[config.mk]
export PLATFORM = sky130hd
export DESIGN_NAME = wash_cycle_sequencer
export DESIGN_NICKNAME = d
export VERILOG_FILES = /design/src/rtl/wash_cycle_sequencer.sv
export SDC_FILE = /design/constraint.sdc
export NUM_CORES = 1
export LEC_CHECK = 0
export BUFFER_PORTS_ARGS = -buffer_cell sky130_fd_sc_hd__buf_2
export CORE_MARGIN = 8
export CORE_UTILIZATION = 52
export DETAILED_ROUTE_END_ITERATION = 6
export GPL_TIMING_DRIVEN = 0
export PLACE_DENSITY_LB_ADDON = 0.05
export SYNTH_ARGS = -nofsm -noshare
export SYNTH_HDL_FRONTEND = slang
export SYNTH_SLANG_ARGS = --single-unit
[constraint.sdc]
create_clock -name clk -period 2.37 [get_ports clk]
set_input_delay 0.237 -clock clk [delete_from_list [all_inputs] [get_ports clk]]
set_output_delay 0.237 -clock clk [all_outputs]
set_load 0.05 [all_outputs]
[src/rtl/wash_cycle_sequencer.sv]
// Washer programme sequencer: FILL/RINSE/DRAIN passes, then SPIN and ALERT.
// Optional accelerated countdown when WM_ACCEL_EN is defined (adds port accel).
module wash_cycle_sequencer #(
  parameter int TW           = 16,
  parameter int REPS_W       = 3,
  parameter int FILL_TIMEOUT = 1200,
  parameter int RINSE_TICKS  = 6000,
  parameter int DRAIN_TICKS  = 300,
  parameter int SPIN_TICKS   = 3000,
  parameter int ALERT_TICKS  = 100
) (
  input  logic              clk,
  input  logic              rst,
  input  logic              tick,
  input  logic              start,
  input  logic              abort,
  input  logic              pause,
  input  logic              water_full,
`ifdef WM_ACCEL_EN
  input  logic              accel,
`endif
  input  logic [REPS_W-1:0] reps,
  output logic [6:0]        phase,
  output logic              busy,
  output logic              done,
  output logic              fault,
  output logic [TW-1:0]     remaining,
  output logic [REPS_W-1:0] pass_cnt
);

  typedef enum logic [6:0] {
    S_IDLE  = 7'b0000001,
    S_FILL  = 7'b0000010,
    S_RINSE = 7'b0000100,
    S_DRAIN = 7'b0001000,
    S_SPIN  = 7'b0010000,
    S_ALERT = 7'b0100000,
    S_FAULT = 7'b1000000
  } state_t;

  localparam logic [TW-1:0] L_FILL  = TW'(FILL_TIMEOUT);
  localparam logic [TW-1:0] L_RINSE = TW'(RINSE_TICKS);
  localparam logic [TW-1:0] L_DRAIN = TW'(DRAIN_TICKS);
  localparam logic [TW-1:0] L_SPIN  = TW'(SPIN_TICKS);
  localparam logic [TW-1:0] L_ALERT = TW'(ALERT_TICKS);
  localparam logic [TW-1:0] ONE     = TW'(1);

  state_t              state;
  logic [REPS_W-1:0]   reps_lat;
  logic [REPS_W-1:0]   reps_eff;
  logic [TW-1:0]       dec;
  logic                expire;
  logic                count;

  assign phase = state;

  // Zero passes requested still runs a single pass.
  assign reps_eff = (reps == '0) ? REPS_W'(1) : reps;

`ifdef WM_ACCEL_EN
  localparam logic [TW-1:0] ACC = TW'(10);
  assign dec    = accel ? ACC : ONE;
  assign expire = tick & ~pause & (remaining <= dec);
`else
  assign dec    = ONE;
  assign expire = tick & ~pause & (remaining == ONE);
`endif

  assign count = tick & ~pause & (remaining > dec);

  // Programme FSM; every output is a register updated here.
  always_ff @(posedge clk or posedge rst) begin
    if (rst) begin
      state     <= S_IDLE;
      busy      <= 1'b0;
      done      <= 1'b0;
      fault     <= 1'b0;
      remaining <= '0;
      pass_cnt  <= '0;
      reps_lat  <= '0;
    end else begin
      done <= 1'b0;
      if (abort && state != S_IDLE) begin
        state     <= S_IDLE;
        busy      <= 1'b0;
        fault     <= 1'b0;
        remaining <= '0;
        pass_cnt  <= '0;
      end else if (!pause) begin
        case (state)
          S_IDLE: begin
            if (start) begin
              state     <= S_FILL;
              busy      <= 1'b1;
              reps_lat  <= reps_eff;
              pass_cnt  <= REPS_W'(1);
              remaining <= L_FILL;
            end
          end
          S_FILL: begin
            if (water_full) begin
              state     <= S_RINSE;
              remaining <= L_RINSE;
            end else if (expire) begin
              state     <= S_FAULT;
              busy      <= 1'b0;
              fault     <= 1'b1;
              remaining <= '0;
            end else if (count) begin
              remaining <= remaining - dec;
            end
          end
          S_RINSE: begin
            if (expire) begin
              state     <= S_DRAIN;
              remaining <= L_DRAIN;
            end else if (count) begin
              remaining <= remaining - dec;
            end
          end
          S_DRAIN: begin
            if (expire) begin
              if (pass_cnt < reps_lat) begin
                state     <= S_FILL;
                pass_cnt  <= pass_cnt + REPS_W'(1);
                remaining <= L_FILL;
              end else begin
                state     <= S_SPIN;
                remaining <= L_SPIN;
              end
            end else if (count) begin
              remaining <= remaining - dec;
            end
          end
          S_SPIN: begin
            if (expire) begin
              state     <= S_ALERT;
              remaining <= L_ALERT;
            end else if (count) begin
              remaining <= remaining - dec;
            end
          end
          S_ALERT: begin
            if (expire) begin
              state     <= S_IDLE;
              busy      <= 1'b0;
              done      <= 1'b1;
              remaining <= '0;
              pass_cnt  <= '0;
            end else if (count) begin
              remaining <= remaining - dec;
            end
          end
          S_FAULT: begin
            if (start) begin
              state    <= S_IDLE;
              fault    <= 1'b0;
              pass_cnt <= '0;
            end
          end
          default: begin
            state     <= S_IDLE;
            busy      <= 1'b0;
            fault     <= 1'b0;
            remaining <= '0;
            pass_cnt  <= '0;
          end
        endcase
      end
    end
  end

endmodule

* Word-level counts from Yosys, hierarchy flattened
Index checks and enable logic that the tools add are counted.
Word-level totals: register bits 32
Operators by class: $add $sub $neg 2, magnitude comparators 2, eq/ne operators 24, mux-type cells 48, bitwise logic cells 5, reductions and logical operators 11
Operator list (count):
- 16-bit 2-to-1 mux | 9
- 16-bit case mux with 7 select lines | 1
- 7-bit 2-to-1 mux | 10
- 7-bit case mux with 7 select lines | 1
- 3-bit inequality test (second input constant) | 9
- 3-bit 2-to-1 mux | 8
- 16-bit by 1-bit equality test with 1-bit output (second input constant) | 1
- 16-bit by 1-bit greater-than comparator with 1-bit output (second input constant) | 1
- 16-bit by 1-bit subtractor with 16-bit output (second input constant) | 1
- 3-bit case mux with 5 select lines | 1
- 1-bit 2-to-1 mux | 14
- 12-bit 2-to-1 mux | 1
- 2-bit by 1-bit inequality test with 1-bit output (second input constant) | 4
- 4-bit AND reduction | 2
- 8-bit AND reduction | 1
- 7-bit by 1-bit equality test with 1-bit output (second input constant) | 1
- 7-bit by 2-bit equality test with 1-bit output (second input constant) | 1
- 7-bit by 3-bit equality test with 1-bit output (second input constant) | 1
- 7-bit by 4-bit equality test with 1-bit output (second input constant) | 1
- 7-bit by 5-bit equality test with 1-bit output (second input constant) | 1
- 7-bit by 6-bit equality test with 1-bit output (second input constant) | 1
- 7-bit equality test (second input constant) | 1
- 7-bit by 1-bit inequality test with 1-bit output (second input constant) | 1
- 7-bit AND reduction | 1
- other kinds (16) | 19

* Depth between registers and ports, before layout
word-level depth 9, gate-level depth with buffers 9

* Worst setup path after synthesis
No wires, ideal clock.
path kind register -> register, from register remaining[4], to register pass_cnt[1], arrival time 2.536 ns, setup slack -0.286 ns, cell stages (with the launch flop) 7, buffers on the path 0, path through dfrtp_1 > or4_4 > or3_4 > nor4_4 > nor3_1 > or3_1 > a31o_1
On the way: word-level cells in the longest chain between the ends 4, elaborated cells between the ends (all ways) 5, those cells by class eq/ne: 3; bitwise: 1; reduce/logical: 1
RTL lines:
- from (decl) | RTL line 27 | output logic [TW-1:0] remaining,
- from (signal assigned) | RTL line 110 | remaining <= remaining - dec;
- from (signal assigned) | RTL line 118 | remaining <= remaining - dec;
- from (signal assigned) | RTL line 132 | remaining <= remaining - dec;
- 16-bit by 1-bit equality test with 1-bit output * | RTL line 66 | assign expire = tick & ~pause & (remaining == ONE);
- 1-bit bitwise AND * | RTL line 66
- 3-bit inequality test (no line)
- 7-bit AND reduction (no line) *
- to (signal assigned) | RTL line 125 | pass_cnt <= pass_cnt + REPS_W'(1);
- to (decl) | RTL line 28 | output logic [REPS_W-1:0] pass_cnt
Every way passes the cells marked *; elsewhere a longest branch is shown, timed or not. A chain may end at the register's enable or synchronous reset.

* Worst setup path after layout
from register remaining[7], to register remaining[10]
On the way: word-level cells in the longest chain between the ends 8, elaborated cells between the ends (all ways) 14, those cells by class add/sub: 1; order compare: 1; eq/ne: 1; mux: 9; bitwise: 2
RTL lines:
- 16-bit by 1-bit greater-than comparator with 1-bit output | RTL line 69 | assign count = tick & ~pause & (remaining > dec);
- 1-bit bitwise AND | RTL line 69
- 16-bit 2-to-1 mux
- 16-bit 2-to-1 mux | RTL line 104 | end else if (expire) begin
- 16-bit 2-to-1 mux | RTL line 101 | if (water_full) begin
- 16-bit case mux with 7 select lines * | RTL line 90 | case (state)
- 16-bit 2-to-1 mux * | RTL line 89 | end else if (!pause) begin
- 16-bit 2-to-1 mux * | RTL line 83 | if (abort && state != S_IDLE) begin
Every way passes the cells marked *; elsewhere a longest branch is shown, timed or not. The select of a mux whose other input is x is not followed.

==> results.md <==
- Status: finished with violations
- Failing checks: negative setup slack
- All-Layer GR Usage: 23.13%
- Share of cells above drive strength 1: 42.71%
- Sink Count: 32
- R2R Setup Slk: -0.09 ns
- Final instance area: 3532 um2
- Synth unique cells: 61
- Starting density of the core: 53.50%
- GR Overflow Total: 0
- Worst-path fanout max: 5
- Clk_lat worst skew: 0.30 ns
- Syn_area_per_cell: slightly above 8 um2
- # rows: 25
- Drc violations: 0
- Power Dens Cells: 1197 nW/um2
- Ranking of synthesized cells by area: dfrtp_1 (31%), o21ai_0 (6.0%), nor3_1 (3.8%)
- Post-synth top area share: 31.11%
- Pin count of the biggest net entering global routing: 33
- Synthesis Warnings: 0
- Avg Vias per Cell: about 6.7
- Number of enable flip-flop cells after synthesis: 0
- R2R cell count: 7
- Clock Skew: 0.008016 ns
- # port buffers: 38
- Hpwl dp: 5815 um
- Clk buf depth: 2
- WHS: approximately 0.16 ns
- Syn nets: 323
- Post-synthesis async set-or-reset flop share: 100.0%
- Initial antenna violation count: 0
- Internal: 2.082 mW
- Clock power share: 11.1%
- TritonCTS buffer count: 5
- Sequential cell area fraction in the yosys report: 32.16%
- Hold Path Class: primary input to flip-flop
- Critical Path RT: 2.60 ns
- CORE AREA: 4661 um2
- Stages on worst setup path: 7
- CP Class: flip-flop to flip-flop
- Synth Cell Area: about 2500 um2
- Worst Setup Start Kind: flip-flop
- Seq pwr share: 19.2%
- CP arrival: 2.69 ns
- Maximum vdd drop: 0.0009830 V
- Final Setup Violations: 5
- Fillers: 349
- Placed Area: 2856 um2
- Initial DRC count: 418
- Via count: 2,949
- Final WL: 8985 um
- Setup crit end kind: flip-flop
- Vias in the first global route: 2,696
- GP Congestion: 0.9669
- Area Overhead vs Synth: 41.65%
- Psw: 2.145 mW
- DR WL/cell: 20.51 um
- CTS HTree Levels: 2
- Final worst slack: -0.08676 ns
- DR pass1 iterations: 5
- Antenna-violating nets left: 0
- Most used DFF post-synth: dfrtp_1
- Die Width: ~85 um
- Die footprint: a little over 7000 um2
- Sw frac: 50.75%
- Die Y: between 80 and 90 um
- CTS tree: built
- Worst Setup SP: remaining[7]$_DFFE_PP0P_
- Area leader, netlist: dfrtp_1
- Leak pwr: between 1.5 and 2 nW
- Cells after DPL: 400
- Final core utilization: 75.79%
- Slowest cell on crit path: or4_4
- Non-Filler Instances: 438
- Delay-heaviest family, CP: simple AND/OR/NAND/NOR gates
- Hold Path Stages: 3
- Rel. slew slack: roughly 48%
- Critical Path, Cell by Cell: or4_4, or3_4, nor3_4, buf_4, nand2_2, o221ai_1, a22o_1
- Buf/Inv on CP: 1
- Crit path capture: remaining[10]$_DFFE_PP0P_
- First-pass GRT wire length: 13,520 um
- Largest stage delay on the critical path: 0.58 ns
- Max-cap violations: 0
- # IOs: 39
- Period utilisation layout: 103.7%
- Slew Limit Fails: 0
- Nets: 399
- Comb pwr share: 69.7%
- Setup WS pre-CTS: -0.2603 ns
- RSZ-0062 raised after global routing: true
- Post-synthesis register bit count: 32
- Clock Pin Slew Worst Setup and Hold Paths: 0.07 ns
- Total power: 4.227 mW
- Reg2reg start: remaining[7]$_DFFE_PP0P_
- Root buf cell: clkbuf_8
- Antenna Cells: 0
- Hold Vio Cnt, Final: 0
- Worst Tran Pin Value: 0.7686 ns
- Sum Neg Setup Slack: -0.1779 ns
- FMAX: ~410 MHz
- Synthesized instance count: 308
- Critical R2R Capture: remaining[10]$_DFFE_PP0P_
- Crit path time final: about 2.5 ns
-- final cells by class --
| cell class | instances | area (um2) | share of cell area (%) |
|---|---|---|---|
| Clock buffer | 7 | 96.34 | 2.728 |
| Tap cell | 54 | 67.56 | 1.913 |
| Buffer | 11 | 98.84 | 2.798 |
| Timing Repair Buffer | 77 | 509.2 | 14.42 |
| Multi-Input combinational cell | 248 | 1911 | 54.09 |
| Inverter | 9 | 33.78 | 0.9564 |
| Sequential cell | 32 | 815.8 | 23.10 |
-- cells by family after synthesis --
logic type,share of synthesized area [%]
and+or+nand+nor,30.46
AOI/OAI and AO/OA,28.15
DFF,32.16
buffers and inverters,4.566
xor gates and xnor gates,1.756
adders and majority gates,2.509
muxes,0.4014
-- placed cells by master, fill, tap and decap left out, types with 3 or more instances in the layout --
cell type and count:
a211oi_1 3, a21oi_1 14, a31oi_1 8, a32o_1 4, and3_1 3, buf_2 40
buf_4 38, buf_6 3, clkbuf_8 8, dfrtp_1 20, dfrtp_2 11, ha_1 4
inv_1 8, nand2_1 17, nand2_2 3, nand2b_1 5, nand3_1 9, nor2_1 23
nor3_1 13, nor3_2 5, nor3_4 3, nor4_1 3, o2111ai_1 3, o21ai_0 21
o21ai_1 6, or3_1 7, or3_4 5, or4_1 4, or4_4 6, xnor2_1 3
-- worst min-delay path, stage by stage --
cell,delay [ns]
buf_2,0.09
nand2_1,0.04
o21ai_0,0.06
-- synth_stat cells (all sizes together) (4+ instances only) --
library cell	n
nand2	20
o31ai	5
nor3	21
nand2b	6
nand3	12
ha	5
a31oi	8
or3	12
nor4	6
buf	5
o21ai	31
inv	9
a211oi	5
a21oi	16
a32o	4
clkbuf	14
or4	10
nor2	24
dfrtp	31
-- layer usage --
| layer | share of wire [%] | vias to the layer above | track usage, % |
|---|---|---|---|
| met1 | 43 | 1414 | 30.60 |
| met4 | 2.7 | 0 | 11.78 |
| li1 | - | 1341 | - |
| met3 | 8.1 | 26 | 3.861 |
| met5 | 0 | - | 0 |
| met2 | 46 | 168 | 35.30 |
-- power by group through the flow --
stage                     Combinational [mW]  Clock [mW]  Sequential [mW]
after detailed placement                2.20           0            0.795
final                                   2.95       0.470            0.810
after global placement                  2.19           0            0.790
after CTS                               2.46       0.479            0.788
after floorplan                         1.39           0             1.09
after global routing                    3.12       0.494            0.829
-- flip-flops by register name (all words and copies together) (netlist names) --
name	flops
remaining	16
pass_cnt	3
fault	1
reps_lat	3
done	1
busy	1
phase	7
-- worst min path at each step --
stage                                    endpoint       start
after detailed placement  reps_lat[1]$_DFFE_PP0P_     reps[1]
final                     reps_lat[1]$_DFFE_PP0P_     reps[1]
after global placement    reps_lat[1]$_DFFE_PP0P_     reps[1]
after CTS                 reps_lat[1]$_DFFE_PP0P_     reps[1]
after floorplan              phase[6]$_DFFE_PP0P_  water_full
after global routing      reps_lat[2]$_DFFE_PP0P_     reps[2]
-- what timing repair did --
action,in CTS,in global routing
gates resized for setup,41,38
buffers inserted,10,26
setup endpoints to repair,28,28
hold buffers,0,1
pin swaps,16,18
hold endpoints to repair,0,14
cloned,1,0
(Power assumes the default switching activity.)
